$ cat config.mk
export PLATFORM = sky130hd
export DESIGN_NAME = countdown_seconds_timer
export DESIGN_NICKNAME = d
export VERILOG_FILES = /design/src/rtl/countdown_pkg.sv /design/src/rtl/countdown_seconds_timer_bcd2_down_counter.sv /design/src/rtl/countdown_seconds_timer.sv
export SDC_FILE = /design/constraint.sdc
export NUM_CORES = 1
export LEC_CHECK = 0
export ABC_AREA = 0
export BUFFER_PORTS_ARGS = -buffer_cell sky130_fd_sc_hd__buf_2
export CORE_UTILIZATION = 40
export DETAILED_ROUTE_END_ITERATION = 10
export MAX_ROUTING_LAYER = met4
export PLACE_DENSITY = 0.63
export SLEW_MARGIN = 10
export SYNTH_ARGS = -nofsm -noshare
export SYNTH_HDL_FRONTEND = slang
export SYNTH_SLANG_ARGS = --single-unit
$ cat constraint.sdc
create_clock -name clk -period 5.45 [get_ports clk]
set_input_delay 0 -clock clk [delete_from_list [all_inputs] [get_ports clk]]
set_output_delay 0 -clock clk [all_outputs]
set_load 0.02 [all_outputs]
$ cat src/rtl/countdown_pkg.sv
// Shared types and constants for the countdown seconds timer and its BCD counter.
package countdown_pkg;

    typedef enum logic [1:0] {
        IDLE    = 2'd0,
        RUN     = 2'd1,
        PAUSED  = 2'd2,
        EXPIRED = 2'd3
    } state_t;

    localparam int unsigned BCD_W   = 4;
    localparam logic [BCD_W-1:0] BCD_MAX = 4'd9;
    localparam int unsigned TICK_W  = 4;

    // Saturate a raw nibble to a legal BCD digit
    function automatic logic [BCD_W-1:0] bcd_clamp(input logic [BCD_W-1:0] d);
        return (d > BCD_MAX) ? BCD_MAX : d;
    endfunction

endpackage

$ cat src/rtl/countdown_seconds_timer_bcd2_down_counter.sv
// Two-digit BCD down counter with clamped load and a decrement enable.
module bcd2_down_counter
    import countdown_pkg::*;
(
    input  logic             clk,
    input  logic             rst,
    input  logic             load,
    input  logic [BCD_W-1:0] load_tens,
    input  logic [BCD_W-1:0] load_ones,
    input  logic             dec,
    output logic [BCD_W-1:0] tens,
    output logic [BCD_W-1:0] ones,
    output logic             zero_next_c
);

    // A decrement from 01 is the one that lands on 00
    assign zero_next_c = (tens == BCD_W'(0)) && (ones == BCD_W'(1));

    always_ff @(posedge clk) begin
        if (rst) begin
            tens <= '0;
            ones <= '0;
        end else if (load) begin
            tens <= bcd_clamp(load_tens);
            ones <= bcd_clamp(load_ones);
        end else if (dec && !((tens == '0) && (ones == '0))) begin
            if (ones == '0) begin
                ones <= BCD_MAX;
                tens <= tens - BCD_W'(1);
            end else begin
                ones <= ones - BCD_W'(1);
            end
        end
    end

endmodule

$ cat src/rtl/countdown_seconds_timer.sv
// Countdown seconds timer: run/pause/load FSM, 100 ms tick counter and expiry pulse.
// Optional blink output enabled by defining COUNTDOWN_WARN_BLINK_EN.
module countdown_seconds_timer
    import countdown_pkg::*;
#(
    parameter int unsigned TICKS_PER_SEC = 10,
    parameter int unsigned WARN_SECS     = 5
) (
    input  logic             clk,
    input  logic             rst,
    input  logic             hundredMsTimeout,
    input  logic             start,
    input  logic             pause,
    input  logic             load,
    input  logic [BCD_W-1:0] loadTens,
    input  logic [BCD_W-1:0] loadOnes,
    output logic             timerEnable,
    output logic [BCD_W-1:0] secTens,
    output logic [BCD_W-1:0] secOnes,
    output logic             running,
    output logic             timeUp,
    output logic             warn
);

    if (TICKS_PER_SEC < 1 || TICKS_PER_SEC > 15) begin : g_bad_ticks
        $error("TICKS_PER_SEC out of range 1..15");
    end
    if (WARN_SECS < 1 || WARN_SECS > 99) begin : g_bad_warn
        $error("WARN_SECS out of range 1..99");
    end

    localparam logic [TICK_W-1:0] TICK_LAST = TICK_W'(TICKS_PER_SEC - 1);

    state_t            state, state_next;
    logic [TICK_W-1:0] tick_cnt, tick_next;
    logic              time_up_next;
    logic              dec;
    logic              load_ok;
    logic              zero_next_c;
    logic              digits_zero;

    bcd2_down_counter u_digits (
        .clk         (clk),
        .rst         (rst),
        .load        (load_ok),
        .load_tens   (loadTens),
        .load_ones   (loadOnes),
        .dec         (dec),
        .tens        (secTens),
        .ones        (secOnes),
        .zero_next_c (zero_next_c)
    );

    assign digits_zero = (secTens == '0) && (secOnes == '0);
    assign running     = (state == RUN);
    assign timerEnable = (state == RUN);

    // Next state, tick counting and load acceptance; starting from 00 is refused
    always_comb begin
        state_next   = state;
        tick_next    = tick_cnt;
        time_up_next = 1'b0;
        dec          = 1'b0;
        load_ok      = 1'b0;
        case (state)
            IDLE: begin
                if (load) begin
                    load_ok   = 1'b1;
                    tick_next = '0;
                end else if (start && !digits_zero) begin
                    state_next = RUN;
                    tick_next  = '0;
                end
            end
            RUN: begin
                if (hundredMsTimeout) begin
                    if (tick_cnt < TICK_LAST) begin
                        tick_next = tick_cnt + TICK_W'(1);
                    end else begin
                        tick_next = '0;
                        dec       = 1'b1;
                    end
                end
                if (dec && zero_next_c) begin
                    state_next   = EXPIRED;
                    time_up_next = 1'b1;
                end else if (pause) begin
                    state_next = PAUSED;
                end
            end
            PAUSED: begin
                if (load) begin
                    load_ok   = 1'b1;
                    tick_next = '0;
                end else if (start && !digits_zero) begin
                    state_next = RUN;
                end
            end
            EXPIRED: begin
                if (load) begin
                    load_ok    = 1'b1;
                    tick_next  = '0;
                    state_next = IDLE;
                end
            end
            default: begin
                state_next = IDLE;
                tick_next  = '0;
            end
        endcase
    end

    always_ff @(posedge clk) begin
        if (rst) begin
            state    <= IDLE;
            tick_cnt <= '0;
            timeUp   <= 1'b0;
        end else begin
            state    <= state_next;
            tick_cnt <= tick_next;
            timeUp   <= time_up_next;
        end
    end

`ifdef COUNTDOWN_WARN_BLINK_EN
    logic [6:0] rem;
    logic [6:0] rem_next;
    logic       warn_next;

    // Blink only while the post-update remaining seconds are within the warning window
    always_comb begin
        rem       = 7'(secTens) * 7'd10 + 7'(secOnes);
        rem_next  = dec ? (rem - 7'd1) : rem;
        warn_next = 1'b0;
        if ((state_next == RUN || state_next == PAUSED) && !load_ok
            && (rem_next <= 7'(WARN_SECS))) begin
            warn_next = (state == RUN && hundredMsTimeout) ? !warn : warn;
        end
    end

    always_ff @(posedge clk) begin
        if (rst) begin
            warn <= 1'b0;
        end else begin
            warn <= warn_next;
        end
    end
`else
    assign warn = 1'b0;
`endif

endmodule

==> results of run 1 <==
==> flip-flops by register name (all words and copies together) (netlist names) <==
| register | flops |
|---|---|
| state | 2 |
| tick_cnt | 4 |
| u_digits.ones | 4 |
| timeUp | 1 |
| u_digits.tens | 4 |
==> synth_stat cells (all sizes together) <==
cell,n
dfxtp,15
inv,13
nor2,11
a21oi,9
nand2,6
a211oi,5
nand3,5
nor3,5
ha,4
nor4b,3
o21ai,3
or3,3
xnor2,3
a21boi,2
a31oi,2
buf,2
nand2b,2
nand4,2
nor4,2
o211ai,2
o32ai,2
or2,2
a221o,1
a311oi,1
and2,1
clkdlybuf4s25,1
conb,1
dlygate4sd1,1
mux2i,1
nand4b,1
nor2b,1
nor3b,1
o22ai,1
o31a,1
or3b,1
==> cell type report <==
| class | instances | area [um^2] | area share (%) |
|---|---|---|---|
| clock buffer | 4 | 26.3 | 2.22 |
| inverter | 13 | 48.8 | 4.13 |
| multi-input combinational | 84 | 602 | 50.9 |
| sequential | 15 | 300 | 25.4 |
| tap | 28 | 35.0 | 2.96 |
| timing repair buffer | 29 | 170 | 14.4 |
==> routing by layer <==
| layer | part of all wire (%) | GRT usage, % | vias to the layer above |
|---|---|---|---|
| met1 | 47 | 23.1 | 414 |
| li1 | - | - | 478 |
| met4 | 1.9 | 9.46 | 0 |
| met2 | 48 | 30.5 | 20 |
| met3 | 3.2 | 2.63 | 5 |
| met5 | 0 | - | - |
==> power by group through the flow <==
stage,Clock (mW),Combinational [mW],Sequential (mW)
final,0.0657,0.0688,0.125
after floorplan,0,0.0443,0.130
after detailed placement,0,0.0658,0.127
after CTS,0.0691,0.0691,0.125
after global routing,0.0726,0.0760,0.126
after global placement,0,0.0653,0.127
==> per-stage QoR <==
| stage | cells | hold WS (ns) |
|---|---|---|
| after floorplan | 116 | 0.159 |
| after global placement | 164 | 0.270 |
| after detailed placement | 164 | 0.284 |
| after CTS | 173 | 0.000189 |
| after global routing | 173 | 0.0246 |
| final | 173 | 0.00774 |
==> repair_timing <==
action	CTS	global route
hold buffers	5	0
endpoints found under the hold margin	4	0
endpoints found under the setup margin	0	0
buffers inserted	0	0
==> worst max-delay path: cells and delay by family (launching register included) <==
family | cells | cell delay (ns)
AO/OA/AOI/OAI | 4 | 0.96
AND/OR/NAND/NOR | 1 | 0.38
flip-flops | 1 | 0.35
adder cells (fa/ha/maj) | 1 | 0.15
buffers and inverters | 1 | 0.08
==> cells by family (layout without fill, tap and decap cells) <==
family	count (synthesis)	after routing
xor+xnor	3	3
flops	15	15
compound gates	29	29
fa+ha+maj	4	4
other cells	1	1
buf+inv	17	46
mux	1	1
simple gates	46	46
==> worst paths after layout <==
kind | start | endpoint | slack [ns] | cells after the start
hold reg to reg | tick_cnt[2] | tick_cnt[2] | 0.53 | 2
setup reg to reg | u_digits.tens[0] | tick_cnt[3] | 3.45 | 7
hold / removal | loadOnes[1] | u_digits.ones[1] | 0.008 | 3
setup / recovery | u_digits.tens[0] | tick_cnt[3] | 3.45 | 7
==> impl_table.tex, run 1 <==
\begin{tabular}{lr}
\hline
Metric & Value \\
\hline
\multicolumn{2}{l}{\textbf{Run status}} \\
Run status & completed \\
\multicolumn{2}{l}{\textbf{STA}} \\
Unrepaired setup endpoints after global routing & false \\
Highest clock rate & between 400 and 500 MHz \\
Final hold violation count & 0 \\
Setup ws final & between 3 and 4 ns \\
Final number of setup-violating endpoints & 0 \\
Portion of the clock cycle consumed by the worst path in the final layout & 36.7\% \\
Shortest period the worst path allows & about 2 ns \\
Maximum clock skew at final layout & 0.00667 ns \\
Max-slew violation total from the final report & 0 \\
Total Neg Setup Slack & 0 ns \\
\multicolumn{2}{l}{\textbf{Placed design}} \\
Final weighted congestion in routability-driven placement & $\sim$0.76 \\
Total half-perimeter wirelength after legalization and detailed placement & 1660 um \\
Port Buffer Count & 24 \\
Worst slack at placement & between 3 and 4 ns \\
Placed standard-cell area & about 1100 um\^{}2 \\
\multicolumn{2}{l}{\textbf{Power}} \\
Switching power of the nets & about 0.087 mW \\
Share of total power in combinational logic & about a quarter \\
Sw Ratio & between 30\% and 40\% \\
Final Power & between 0.2 and 0.3 mW \\
Clock share of power & 25.4\% \\
Power Dens Cells & 219 nW/um\^{}2 \\
Internal Pwr Total & between 0.15 and 0.2 mW \\
Part of the power in registers & between 40 and 50\% \\
Leakage power of the design & roughly 0.47 nW \\
Max VDD drop & just over 0.1 mV \\
\multicolumn{2}{l}{\textbf{Routing}} \\
DRC Markers & 0 \\
Iteration count of the initial detailed-routing pass & 4 \\
Count of routing violations after the opening detailed-route iteration & 7 \\
Routed vias & between 900 and 1000 \\
Via density per instance & approximately 5.3 \\
WL/cell & 12.5 um \\
Remaining number of nets flagged by the antenna check after routing & 0 \\
Wire length reported by the detailed router & 2170 um \\
\multicolumn{2}{l}{\textbf{Logic synthesis}} \\
Number of synthesized register bits & 15 \\
Post-synth top area cell & sky130\_fd\_sc\_hd\_\_dfxtp\_1 \\
Adder-cell share of the synthesized area & a little over 5\% \\
Post-synthesis net count & about 130 \\
Library cells used by synthesis & 42 \\
Xor and xnor area share after synthesis & under 10\% \\
Share of synthesized area spent on multiplexers & 1.02\% \\
Largest family of logic cells by synthesized area & simple AND/OR/NAND/NOR gates \\
Mean post-synth cell area & $\sim$8.5 um\^{}2 \\
Register area share after synthesis & between 30 and 40\% \\
Share of synthesized cell area in and, or, nand and nor gates & a little under a third \\
Gate count after technology mapping & approximately 120 \\
Warning count from the yosys run & 0 \\
Area fraction in compound gates after synthesis & between 20\% and 30\% \\
Largest cells by area after synthesis & sky130\_fd\_sc\_hd\_\_dfxtp\_1 30\%, sky130\_fd\_sc\_hd\_\_ha\_1 5.1\%, sky130\_fd\_sc\_hd\_\_a21oi\_1 4.6\%, sky130\_fd\_sc\_hd\_\_inv\_1 4.6\%, sky130\_fd\_sc\_hd\_\_nor2\_1 4.2\% \\
Cell area after technology mapping & a little under 1000 um\^{}2 \\
Post-synth top area share & around 30\% \\
\multicolumn{2}{l}{\textbf{Layout}} \\
Filler Cells Inserted & 224 \\
Total number of nets in the final design & between 150 and 200 \\
Antenna Diode Count & 0 \\
Leading cell types in the layout, fill and taps excluded & 24 x sky130\_fd\_sc\_hd\_\_buf\_2, 15 x sky130\_fd\_sc\_hd\_\_dfxtp\_1, 12 x sky130\_fd\_sc\_hd\_\_inv\_1, 11 x sky130\_fd\_sc\_hd\_\_nor2\_1, 9 x sky130\_fd\_sc\_hd\_\_a21oi\_1 \\
Final Cell Area & 1180 um\^{}2 \\
Most common cell after layout, fill and taps aside & sky130\_fd\_sc\_hd\_\_buf\_2 \\
Post-Route Utilization & roughly half \\
Fraction of layout cells with a size suffix above 1 & 25.5\% \\
Area growth from synthesis to final layout & 20.1\% \\
\multicolumn{2}{l}{\textbf{Clock tree}} \\
Maximum buffer depth of the clock tree & 2 \\
H-tree depth & 1 \\
Cts repair resizes & 0 \\
Total clock buffers created by CTS & 3 \\
Sinks on Clock Net & 15 \\
Clock root buffer & sky130\_fd\_sc\_hd\_\_clkbuf\_4 \\
Clock Pin Slew Worst Setup and Hold Paths & approximately 0.1 ns \\
TritonCTS clock tree & built \\
Worst skew pair latency & 0.29 ns \\
\multicolumn{2}{l}{\textbf{Global routing}} \\
Residual overflow from global routing & 0 \\
Global-route wire length before repair & 3590 um \\
Vias in the first global route & 838 \\
Maximum number of pins on one net before global-route repair & 18 \\
Number of antenna violations at the first check in global routing & 0 \\
Global-route usage over all layers & about a fifth \\
\multicolumn{2}{l}{\textbf{Flow run}} \\
Max cap viols & 0 \\
\multicolumn{2}{l}{\textbf{Setup path}} \\
Arrival time of the worst setup path & roughly 2.2 ns \\
Critical Path End Type & flop \\
Crit path kind & flop to flop \\
Crit path cell chain & inv\_1 -> ha\_1 -> nor3b\_4 -> a31oi\_1 -> a221o\_1 -> a21boi\_0 -> o32ai\_2 \\
Element type at the critical path start & flop \\
Master of the slowest instance on the critical path & sky130\_fd\_sc\_hd\_\_a221o\_1 \\
Highest fanout seen on the critical path & 8 \\
Required time reported for the critical path endpoint & $\sim$5.7 ns \\
Slowest stage delay, CP & approximately 0.4 ns \\
\multicolumn{2}{l}{\textbf{Die}} \\
FP Rows & 17 \\
Chip width & 51.6 um \\
\# IOs & 26 \\
Effective utilization at floorplan & $\sim$43\% \\
Core area & 2280 um\^{}2 \\
Die boundary height & approximately 52 um \\
Die Footprint & between 2000 and 3000 um\^{}2 \\
\multicolumn{2}{l}{\textbf{Min path}} \\
Class of the most critical hold timing path & input port to flop \\
\hline
\end{tabular}
(Power assumes the default switching activity.)
==> inputs of run 2 (changes only) <==
- ABC_AREA: 0 -> 1
- PLACE_DENSITY: 0.63 -> 0.65
- clock period: 5.45 -> 1.65 ns (I/O delays scaled with it)
==> impl_table.tex, run 2 <==
\begin{tabular}{lr}
\hline
Metric & Value \\
\hline
\multicolumn{2}{l}{\textbf{Die}} \\
\# IOs & 26 (unchanged) \\
Effective utilization at floorplan & 43.6\% (was 43.3\%) \\
Die boundary height & 54.9 um (was 51.6 um) \\
Die Footprint & 3020 um\^{}2 (was 2660 um\^{}2) \\
FP Rows & 18 (was 17) \\
Chip width & 54.9 um (was 51.6 um) \\
Core area & 2570 um\^{}2 (was 2280 um\^{}2) \\
\multicolumn{2}{l}{\textbf{Layout}} \\
Total number of nets in the final design & 205 (was 164) \\
Area growth from synthesis to final layout & 13.5\% (was 20.1\%) \\
Filler Cells Inserted & 279 (was 224) \\
Fraction of layout cells with a size suffix above 1 & 26.9\% (was 25.5\%) \\
Antenna Diode Count & 0 (unchanged) \\
Leading registers by flop count & tick\_cnt: 4 flops, u\_digits.ones: 4 flops, u\_digits.tens: 4 flops (unchanged) \\
Multi-input gate area in the final layout & 711 um\^{}2 (was 602 um\^{}2) \\
Leading cell types in the layout, fill and taps excluded & 31 x sky130\_fd\_sc\_hd\_\_nand2\_1, 24 x sky130\_fd\_sc\_hd\_\_buf\_2, 22 x sky130\_fd\_sc\_hd\_\_nand3\_1, 17 x sky130\_fd\_sc\_hd\_\_nor2\_1, 16 x sky130\_fd\_sc\_hd\_\_inv\_1 (was 24 x sky130\_fd\_sc\_hd\_\_buf\_2, 15 x sky130\_fd\_sc\_hd\_\_dfxtp\_1, 12 x sky130\_fd\_sc\_hd\_\_inv\_1, 11 x sky130\_fd\_sc\_hd\_\_nor2\_1, 9 x sky130\_fd\_sc\_hd\_\_a21oi\_1) \\
Storage element area & 300 um\^{}2 (unchanged) \\
Most common cell after layout, fill and taps aside & sky130\_fd\_sc\_hd\_\_nand2\_1 (was sky130\_fd\_sc\_hd\_\_buf\_2) \\
\multicolumn{2}{l}{\textbf{Routing}} \\
Via density per instance & 4.94 (was 5.30) \\
Remaining number of nets flagged by the antenna check after routing & 0 (unchanged) \\
WL/cell & 10.8 um (was 12.5 um) \\
Wire length reported by the detailed router & 2340 um (was 2170 um) \\
Iteration count of the initial detailed-routing pass & 4 (unchanged) \\
Count of routing violations after the opening detailed-route iteration & 23 (was 7) \\
DRC Markers & 0 (unchanged) \\
Routed vias & 1067 (was 917) \\
\multicolumn{2}{l}{\textbf{STA}} \\
Final hold violation count & 0 (unchanged) \\
Portion of the clock cycle consumed by the worst path in the final layout & 90.3\% (was 36.7\%) \\
Unrepaired setup endpoints after global routing & false (unchanged) \\
Shortest period the worst path allows & 1.49 ns (was 2.00 ns) \\
Worst-case hold slack & 0.0712 ns (was 0.00774 ns) \\
Max-slew violation total from the final report & 0 (unchanged) \\
Highest clock rate & 671 MHz (was 500 MHz) \\
Final number of setup-violating endpoints & 0 (unchanged) \\
Total Neg Setup Slack & 0 ns (unchanged) \\
Maximum clock skew at final layout & 0.00629 ns (was 0.00667 ns) \\
\multicolumn{2}{l}{\textbf{Clock tree}} \\
CTS Hold Buffers Added & 0 (was 5) \\
Maximum buffer depth of the clock tree & 2 (unchanged) \\
Clock Pin Slew Worst Setup and Hold Paths & 0.09 ns (was 0.10 ns) \\
Sinks on Clock Net & 15 (unchanged) \\
Total clock buffers created by CTS & 3 (unchanged) \\
Cts repair resizes & 0 (unchanged) \\
Worst skew pair latency & 0.28 ns (was 0.29 ns) \\
H-tree depth & 1 (unchanged) \\
Setup bufs post-CTS & 0 (unchanged) \\
TritonCTS clock tree & built (unchanged) \\
Clock root buffer & sky130\_fd\_sc\_hd\_\_clkbuf\_4 (unchanged) \\
\multicolumn{2}{l}{\textbf{Setup path}} \\
Crit path cell chain & inv\_1 -> ha\_1 -> nand2\_2 -> nand2\_4 -> nor2\_8 -> nand3\_2 -> nand2\_2 -> nand2\_1 -> a21oi\_1 (was inv\_1 -> ha\_1 -> nor3b\_4 -> a31oi\_1 -> a221o\_1 -> a21boi\_0 -> o32ai\_2) \\
R2R cell count & 9 (was 7) \\
Critical Path End Type & flop (unchanged) \\
Master of the slowest instance on the critical path & sky130\_fd\_sc\_hd\_\_dfxtp\_1 (was sky130\_fd\_sc\_hd\_\_a221o\_1) \\
Highest fanout seen on the critical path & 6 (was 8) \\
R2R setup slack & 0.16 ns (was 3.45 ns) \\
Element type at the critical path start & flop (unchanged) \\
Arrival time of the worst setup path & 1.70 ns (was 2.20 ns) \\
Slowest stage delay, CP & 0.42 ns (was 0.40 ns) \\
Most used cell, CP & sky130\_fd\_sc\_hd\_\_nand2\_2 \\
Crit path kind & flop to flop (unchanged) \\
Required time reported for the critical path endpoint & 1.86 ns (was 5.65 ns) \\
\multicolumn{2}{l}{\textbf{Logic synthesis}} \\
Largest cells by area after synthesis & sky130\_fd\_sc\_hd\_\_dfxtp\_1 27\%, sky130\_fd\_sc\_hd\_\_nand2\_1 10\%, sky130\_fd\_sc\_hd\_\_nand3\_1 9.8\%, sky130\_fd\_sc\_hd\_\_nand2\_4 8.0\%, sky130\_fd\_sc\_hd\_\_nor2\_1 5.7\% (was sky130\_fd\_sc\_hd\_\_dfxtp\_1 30\%, sky130\_fd\_sc\_hd\_\_ha\_1 5.1\%, sky130\_fd\_sc\_hd\_\_a21oi\_1 4.6\%, sky130\_fd\_sc\_hd\_\_inv\_1 4.6\%, sky130\_fd\_sc\_hd\_\_nor2\_1 4.2\%) \\
Most common cell in the netlist & sky130\_fd\_sc\_hd\_\_nand2\_1 (was sky130\_fd\_sc\_hd\_\_dfxtp\_1) \\
Mean post-synth cell area & 6.91 um\^{}2 (was 8.49 um\^{}2) \\
Register area share after synthesis & 26.8\% (was 30.5\%) \\
Post-synth top area share & 26.8\% (was 30.5\%) \\
Library cells used by synthesis & 28 (was 42) \\
Post-synth top area cell & sky130\_fd\_sc\_hd\_\_dfxtp\_1 (unchanged) \\
Cell area after technology mapping & 1120 um\^{}2 (was 985 um\^{}2) \\
Gate count after technology mapping & 162 (was 116) \\
Warning count from the yosys run & 0 (unchanged) \\
Most instantiated flip-flop cell in the synthesis netlist & sky130\_fd\_sc\_hd\_\_dfxtp\_1 (unchanged) \\
Post-synthesis net count & 180 (was 134) \\
Number of synthesized register bits & 15 (unchanged) \\
Proportion of register bits with asynchronous set or reset after synthesis & 0\% (unchanged) \\
Number of enable-type register cells in the synthesized netlist & 0 (unchanged) \\
Synth top cells by count & 31 x sky130\_fd\_sc\_hd\_\_nand2\_1, 22 x sky130\_fd\_sc\_hd\_\_nand3\_1, 17 x sky130\_fd\_sc\_hd\_\_nor2\_1 (was 15 x sky130\_fd\_sc\_hd\_\_dfxtp\_1, 12 x sky130\_fd\_sc\_hd\_\_inv\_1, 11 x sky130\_fd\_sc\_hd\_\_nor2\_1) \\
\multicolumn{2}{l}{\textbf{Global routing}} \\
Number of antenna violations at the first check in global routing & 0 (unchanged) \\
Global-route usage over all layers & 18.0\% (was 18.9\%) \\
Global-route wire length before repair & 3820 um (was 3590 um) \\
Maximum number of pins on one net before global-route repair & 17 (was 18) \\
Residual overflow from global routing & 0 (unchanged) \\
Vias in the first global route & 921 (was 838) \\
\multicolumn{2}{l}{\textbf{Placed design}} \\
Port Buffer Count & 24 (unchanged) \\
Total half-perimeter wirelength after legalization and detailed placement & 1850 um (was 1660 um) \\
Final weighted congestion in routability-driven placement & 0.820 (was 0.758) \\
\multicolumn{2}{l}{\textbf{Flow run}} \\
Max cap viols & 0 (unchanged) \\
\multicolumn{2}{l}{\textbf{Power}} \\
Leakage power of the design & 0.608 nW (was 0.473 nW) \\
Power Dens Cells & 801 nW/um\^{}2 (was 219 nW/um\^{}2) \\
Max VDD drop & 0.466 mV (was 0.102 mV) \\
\multicolumn{2}{l}{\textbf{Min path}} \\
Class of the most critical hold timing path & input port to flop (unchanged) \\
Hold Crit Depth & 2 (was 3) \\
\multicolumn{2}{l}{\textbf{Run status}} \\
Run status & completed (unchanged) \\
\hline
\end{tabular}
-- run 2: cell count changes after synthesis, sizes merged, moves of 3 or more --
cell	delta
nand3	+19
o21ai	+6
nor2	+8
or3	-3
inv	+6
a21oi	+4
a211oi	-5
nand2	+36
nor4b	-3
-- run 2: per-stage QoR --
step	cell area, um^2	setup slack, ns	util [%]	std cells	power (mW)
3_5_place_dp	1240	0.166	48.5	212	0.823
2_1_floorplan	1120	0.192	-	162	0.737
6_report	1270	0.160	49.5	216	1.02
3_3_place_gp	1240	0.204	48.5	212	0.816
5_1_grt	1270	0.0223	49.5	216	1.10
4_1_cts	1270	0.150	49.5	216	1.03
-- run 2: final timing paths --
check / startpoint / to
setup reg to reg: tick_cnt[0] / u_digits.ones[0]
setup / recovery: tick_cnt[0] / u_digits.ones[0]
hold / removal: rst / timeUp
hold reg to reg: u_digits.tens[3] / u_digits.tens[3]
-- run 2: kinds of logic after synthesis --
kind of cell	after synthesis	share of synthesized area, %
compound gates	25	12.7
flops	15	26.8
xor+xnor	3	2.35
fa+ha+maj	4	4.47
buf+inv	24	9.72
simple gates	90	43.6
other cells	1	0.335
-- run 2: per-layer routing --
layer	vias up	GRT usage (%)	part of all wire [%]
met5	-	-	0
met3	4	2.46	3.5
li1	573	-	-
met4	0	6.25	1.2
met1	468	23.1	49
met2	22	29.1	46
-- run 2: critical path: cells and delay by family (launching register included) --
kind                     cells  cell delay (ns)
AND/OR/NAND/NOR              6             0.59
flip-flops                   1             0.42
adder cells (fa/ha/maj)      1             0.22
AO/OA/AOI/OAI                1             0.13
buffers and inverters        1             0.07
-- run 2: cell type report --
class                   count  share of cell area, %
multi-input cells         123                   55.9
inverters                  20                   6.00
flip-flops and latches     15                   23.6
clock buffers               4                   2.07
well taps                  30                   2.95
repair buffers             24                   9.45
-- run 2: report_power, final --
group          internal, mW  total (mW)  leakage (nW)  switching [mW]
Sequential            0.391       0.426         0.123          0.0346
Clock                0.0938       0.205        0.0150           0.111
Combinational         0.134       0.388         0.471           0.254
